[config.mk]
export PLATFORM = sky130hd
export DESIGN_NAME = vga_sync_gen
export DESIGN_NICKNAME = d
export VERILOG_FILES = /design/src/rtl/vga_sync_gen.sv
export SDC_FILE = /design/constraint.sdc
export NUM_CORES = 1
export LEC_CHECK = 0
export CELL_PAD_IN_SITES_DETAIL_PLACEMENT = 0
export CELL_PAD_IN_SITES_GLOBAL_PLACEMENT = 1
export CORE_ASPECT_RATIO = 0.75
export CORE_MARGIN = 1
export CORE_UTILIZATION = 26
export DETAILED_ROUTE_END_ITERATION = 10
export MAX_ROUTING_LAYER = met4
export PLACE_DENSITY = 0.59
export SLEW_MARGIN = 15
export SYNTH_ARGS = -nofsm -noshare
export SYNTH_HDL_FRONTEND = slang
export SYNTH_SLANG_ARGS = --single-unit
[constraint.sdc]
create_clock -name clk -period 2.85 [get_ports clk]
set_input_delay 0.4275 -clock clk [delete_from_list [all_inputs] [get_ports clk]]
set_output_delay 0.4275 -clock clk [all_outputs]
set_load 0.005 [all_outputs]
[src/rtl/vga_sync_gen.sv]
`default_nettype none
// ============================================================================
//  Module      : vga_sync_gen
//  Description : 640x480@60 Hz VGA raster timing generator. Produces
//                registered hsync/vsync/video_on, the current pixel
//                coordinates and line/frame start strobes, all aligned to
//                the same pixel with no relative skew.
//  Revision    : 1.0 - initial release
// ============================================================================
module vga_sync_gen #(
   parameter int   H_VIS  = 640,
   parameter int   H_FP   = 16,
   parameter int   H_SYNC = 96,
   parameter int   H_BP   = 48,
   parameter int   V_VIS  = 480,
   parameter int   V_FP   = 10,
   parameter int   V_SYNC = 2,
   parameter int   V_BP   = 33,
   parameter logic H_POL  = 1'b0,
   parameter logic V_POL  = 1'b0
) (
   input  logic       clk,
   input  logic       rst,
   input  logic       ce,
   output logic       hsync,
   output logic       vsync,
   output logic       video_on,
   output logic [9:0] pixel_x,
   output logic [9:0] pixel_y,
   output logic       line_start,
   output logic       frame_start
);

   localparam int H_TOTAL = H_VIS + H_FP + H_SYNC + H_BP;
   localparam int V_TOTAL = V_VIS + V_FP + V_SYNC + V_BP;

   localparam logic [9:0] c_H_MAX      = 10'(H_TOTAL - 1);
   localparam logic [9:0] c_V_MAX      = 10'(V_TOTAL - 1);
   localparam logic [9:0] c_H_VIS      = 10'(H_VIS);
   localparam logic [9:0] c_V_VIS      = 10'(V_VIS);
   localparam logic [9:0] c_HS_START   = 10'(H_VIS + H_FP);
   localparam logic [9:0] c_HS_END     = 10'(H_VIS + H_FP + H_SYNC - 1);
   localparam logic [9:0] c_VS_START   = 10'(V_VIS + V_FP);
   localparam logic [9:0] c_VS_END     = 10'(V_VIS + V_FP + V_SYNC - 1);

   logic [9:0] x_q, x_d;
   logic [9:0] y_q, y_d;
   logic       hsync_q, hsync_d;
   logic       vsync_q, vsync_d;
   logic       video_on_q, video_on_d;
   logic       line_start_q, line_start_d;
   logic       frame_start_q, frame_start_d;

   // Next raster position: x wraps at end of line, y advances only on wrap.
   always_comb begin
      x_d = x_q + 10'd1;
      y_d = y_q;
      if (x_q == c_H_MAX) begin
         x_d = 10'd0;
         y_d = (y_q == c_V_MAX) ? 10'd0 : (y_q + 10'd1);
      end
   end

   // Decode timing flags from the next position so they register alongside it.
   always_comb begin
      hsync_d       = ((x_d >= c_HS_START) && (x_d <= c_HS_END)) ? H_POL : ~H_POL;
      vsync_d       = ((y_d >= c_VS_START) && (y_d <= c_VS_END)) ? V_POL : ~V_POL;
      video_on_d    = (x_d < c_H_VIS) && (y_d < c_V_VIS);
      line_start_d  = (x_d == 10'd0);
      frame_start_d = (x_d == 10'd0) && (y_d == 10'd0);
   end

   // Raster state; parked on the last blanking pixel while in reset so the
   // first enabled edge lands on (0,0). Strobes drop on any idle edge.
   always_ff @(posedge clk or negedge rst) begin
      if (!rst) begin
         x_q           <= c_H_MAX;
         y_q           <= c_V_MAX;
         hsync_q       <= ~H_POL;
         vsync_q       <= ~V_POL;
         video_on_q    <= 1'b0;
         line_start_q  <= 1'b0;
         frame_start_q <= 1'b0;
      end else if (ce) begin
         x_q           <= x_d;
         y_q           <= y_d;
         hsync_q       <= hsync_d;
         vsync_q       <= vsync_d;
         video_on_q    <= video_on_d;
         line_start_q  <= line_start_d;
         frame_start_q <= frame_start_d;
      end else begin
         line_start_q  <= 1'b0;
         frame_start_q <= 1'b0;
      end
   end

   assign pixel_x     = x_q;
   assign pixel_y     = y_q;
   assign hsync       = hsync_q;
   assign vsync       = vsync_q;
   assign video_on    = video_on_q;
   assign line_start  = line_start_q;
   assign frame_start = frame_start_q;

endmodule
`default_nettype wire

# ---- Yosys cells after proc, flatten, opt, wreduce, memory -nomap -nowiden
# Cells that the tools add are included.
dict set report totals {
  reg_bits 25
  inputBits 3
}
dict set report op_classes {
  add_sub_neg 2
  muxes 7
  magnitude_cmp 6
  reduce_logical 6
  eq_ne 2
}
# cell n
set op_table {}
lappend op_table {{10-bit 2-to-1 mux} 3}
lappend op_table {{10-bit by 1-bit adder with 10-bit output (second input constant)} 2}
lappend op_table {{10-bit == test (second input constant)} 2}
lappend op_table {{10-bit logical NOT} 2}
lappend op_table {{10-bit >= comparator (second input constant)} 1}
lappend op_table {{10-bit by 9-bit >= comparator with 1-bit output (second input constant)} 1}
lappend op_table {{10-bit less-or-equal comparator (second input constant)} 1}
lappend op_table {{10-bit by 9-bit less-or-equal comparator with 1-bit output (second input constant)} 1}
lappend op_table {{10-bit less-than comparator (second input constant)} 1}
lappend op_table {{10-bit by 9-bit less-than comparator with 1-bit output (second input constant)} 1}
lappend op_table {{1-bit logical AND} 4}
lappend op_table {{1-bit 2-to-1 mux} 4}

# ---- Logic depth before layout (Yosys ltp)
dict set report depth {
  word_depth 6
  mapped_depth 8
  mapped_depth_nobuf 8
}

# ---- Least setup slack after synthesis
# Ideal clock, no wire load.
dict set report synth_path {
  kind {register -> register}
  startpoint {register x_q[1], in the netlist pixel_x[1]}
  endpoint {register video_on_q, in the netlist video_on}
  path_stages_with_launch 9
  arrival_time_ns 2.459
  path_slack_ns 0.280
  required_time_ns 2.740
  setup_time_ns 0.110
  path_buffers 1
  cell_sequence {dfstp_2 -> ha_1 -> nand4_4 -> or4_4 -> buf_6 -> nor3_4 -> xnor2_1 -> and4b_1 -> o41ai_1}
}
dict set report synth_between {
  elab_chain_cells 4
  elab_cells_between_ends 7
  classes_between {add/sub: 1; order compare: 2; eq/ne: 1; mux: 2; reduce/logical: 1}
}
# item line_no
set synth_rtl {}
lappend synth_rtl {{start, declared} 46} ;# logic [9:0] x_q, x_d;
lappend synth_rtl {{start signal, assigned} 77} ;# x_q <= c_H_MAX;
lappend synth_rtl {{10-bit by 1-bit adder with 10-bit output or 10-bit == test (tied branches)} {56, 58}}
lappend synth_rtl {{10-bit 2-to-1 mux} 58} ;# if (x_q == c_H_MAX) begin
lappend synth_rtl {{10-bit less-than comparator or 10-bit by 9-bit less-than comparator with 1-bit output (tied branches)} 68} ;# video_on_d = (x_d < c_H_VIS) && (y_d < c_V_VIS);
lappend synth_rtl {{1-bit logical AND (*)} 68}
lappend synth_rtl {{end signal, assigned} 89} ;# video_on_q <= video_on_d;
lappend synth_rtl {{end, declared} 50} ;# logic video_on_q, video_on_d;
# Mark *: on every way between the ends. The rest lies on a longest branch, timed or not.
# A chain may end at the register's enable or synchronous reset.

# ---- Final worst setup path
# Same ends and word-level chain as after synthesis.

==> qor.yml <==
fmax_mhz: 378
power_leakage_nw: 0.791
drt_wl_total_um: 4320
syn_nets: 194
number_of_global_route_vias_before_repair: 1264
worstPathArrival_ns: 2.82
power_switching_share: 0.366
seq_area_um2: 641
std_cell_rows: 25
ys_warn_count: 0
h-tree-depth: 1
syn_area_per_cell_um2: 9.17
setup-tns-final_ns: 0
synth_top_area_share: 0.191
first_pass_grt_wire_length_um: 6920
die-area_um2: 6890
tritoncts: "done"
number_of_cells_produced_by_synthesis: 186
grt_start_max_net_pins: 26
cts.sinks: 25
r2r-start: "pixel_x[1]"
yosys-top-cells-count: "nand2_1 (21), nor2_1 (15), dfrtp_1 (13)"
layout.filler_cells: 661
number_of_primary_i_o_pins: 28
net_switching_power_uw: 449
postSynthRegisterBits: 25
synth_top_family_by_area: "simple AND/OR/NAND/NOR gates"
layout_overhead_on_the_synthesized_area_pct: 22.1
cts_buffer_depth: 2
kind_of_critical_path: "reg2reg"
dp_hpwl_um: 3160
synth-seq-area-share: 0.376
gp_congestion: 0.786
yosysTopAreaCell: "dfrtp_1"
layout.cell_area.non_filler_um2: 2080
postCtsHoldBufs: 0
footprint_of_the_multi_input_gates_um2: 961
worstSetupEndpointType: "flip-flop"
synth_xor_area_frac: 0.0770
post_synth_and_or_nand_nor_area_fraction: 0.274
timing.clock.skew_ns: 0.00549
period_share: 0.928
maxSlewHeadroom: 0.608
initial_antenna_violation_count: 0
synthTopCellsByArea: "dfrtp_1 (19%), dfstp_2 (18%), xnor2_1 (5.1%)"
timing.max_cap.violations: 0
mappedNetlistArea_um2: 1710
final_hold_viol_count: 0
timing.final.crit_period_ns: 2.64
r2r_end: "video_on"
critical_path.startpoint: "pixel_x[1]"
setup_ws_ns: 0.206
drc: 0
non_filler_cells_in_the_finished_layout: 289
drt_pre_antenna_iters: 4
power.share.sequential: 0.475
global_route.overflow_total: 0
place.detailed.instances: 285
wl_per_cell_um: 15.0
type_of_the_tightest_min_delay_check: "in2async"
pre_cts_ws_ns: 0.102
vias_per_cell: 4.81
synthArstFlopShare: 1.00
rr_worst_depth: 7
synth_compound_gate_area_share: 0.133
crit_path_start_kind: "flip-flop"
most_used_standard_cell_by_instance_count_after_synthesis: "nand2_1"
worst-slew-pin-transition_ns: 0.584
data_required_time_of_the_worst_path_ns: 3.02
power-per-cell-area_nw_per_um2: 590
design.core.area_um2: 6320
grt_util_all_layers: 0.135
horiz_die_dim_um: 95.5
power_report.internal_total_uw: 779
power.clock.fraction: 0.187
setup_violations: 0
route.antenna.remaining_nets: 0
synth_cell_types: 52
worst-r2r-setup-slack_ns: 0.21
post_route_cells_drive_above_1_share: 0.168
n_antenna_cell: 0
vdd_ir_drop_max_mv: 0.319
placement.io_buffers: 27
outcome: "completed"
number_of_synthesized_flops_with_an_enable_pin: 0
power.share.combinational: 0.338
rsz_0062_raised_after_global_routing: "no"
initial_core_util: 0.270
finalMaxSlewViolations: 0
first_iter_violations: 55
instance_area_at_placement_um2: 2030
timing.critical_path.fanout_max: 8
clk_latency_ns: 0.28
cts_root_buffer: "clkbuf_8"
die-height_um: 72.1
synth_top_flop_cell: "dfrtp_1"
cts_inserted_buffers: 3
path_clk_slew_ns: 0.10
yosys-mux-area-fraction: 0.0315
final_net_count: 217
adder_and_majority_cell_fraction_of_the_synthesized_area: 0.0426
routed_vias: 1390
[critical path: stages, from the launching register on]
cell and delay (ns):
dfstp_2 0.61, ha_2 0.25, nand4_4 0.17, or4_4 0.59
nor3_4 0.23, xnor2_1 0.14, and4b_1 0.22, o41ai_1 0.32
[stage by stage]
stage | util | total power [mW] | hold WS (ns)
after floorplan | - | 0.804 | 0.132
after global placement | 0.321 | 1.01 | 0.504
after detailed placement | 0.321 | 1.00 | 0.521
after CTS | 0.329 | 1.25 | 0.517
after global routing | 0.330 | 1.32 | 0.528
final | 0.330 | 1.23 | 0.510
[layout by cell type (no fill, tap or decap), types with 2 or more instances in the layout]
cell	n
nor2b_1	2
or4_1	2
and4b_1	2
mux2_2	3
a31oi_1	3
or3_1	2
nand4_1	3
nand3_1	9
a21boi_0	2
nand2b_1	2
clkdlybuf4s50_1	27
clkbuf_8	3
nor2_1	15
o22ai_1	2
dfrtp_1	13
o21ai_0	11
mux2i_1	2
nand2_1	21
dfstp_2	12
inv_1	6
nor3_1	5
ha_1	4
xor2_1	5
a21oi_1	8
buf_4	5
and4_1	3
xnor2_1	10
[area by class of cell]
class,instances,area share
clock buffers,3,0.0198
flip-flops and latches,25,0.308
clock inverters,1,0.00361
repair buffers,32,0.148
inverters,6,0.0108
multi-input cells,141,0.462
well taps,81,0.0487
[registers in the layout, indices dropped and copies added, names as in the netlist]
signal       cells
hsync            1
vsync            1
video_on         1
line_start       1
frame_start      1
pixel_x         10
pixel_y         10
[layer usage]
metal  global-route usage  routed length [um]  up-vias
li1                     -                   -      708
met1                0.218                2440      652
met2                0.169                1700       28
met3               0.0325                 161        2
met4               0.0149                  20        0
met5                    -                   0        -
[how the worst max path moves through the flow]
stage | slack [ns] | endpoint
floorplan | 0.28 | video_on
global placement | 0.22 | video_on
detailed placement | 0.10 | video_on
CTS | 0.07 | video_on
global route | 0.05 | video_on
finish | 0.21 | video_on
[kinds of logic (layout without fill, tap and decap cells)]
kind of cell,count (synthesis),in the layout
adders and majority gates,6,6
and+or+nand+nor,80,80
DFF,25,25
xor gates and xnor gates,15,15
AOI/OAI and AO/OA,35,35
muxes,5,5
buffers and inverters,20,42
[power groups by stage]
stage                     Combinational (mW)  Sequential [mW]  Clock [mW]
after CTS                              0.418            0.586       0.242
after global routing                   0.458            0.602       0.257
after detailed placement               0.413            0.591           0
after floorplan                        0.263            0.541           0
final                                  0.415            0.584       0.229
after global placement                 0.418            0.591           0
[what timing repair did]
item	CTS	global route
setup buffers	0	0
endpoints found under the setup margin	0	1
resized for setup	0	1
Note: power is estimated with default switching activity, not from simulation.
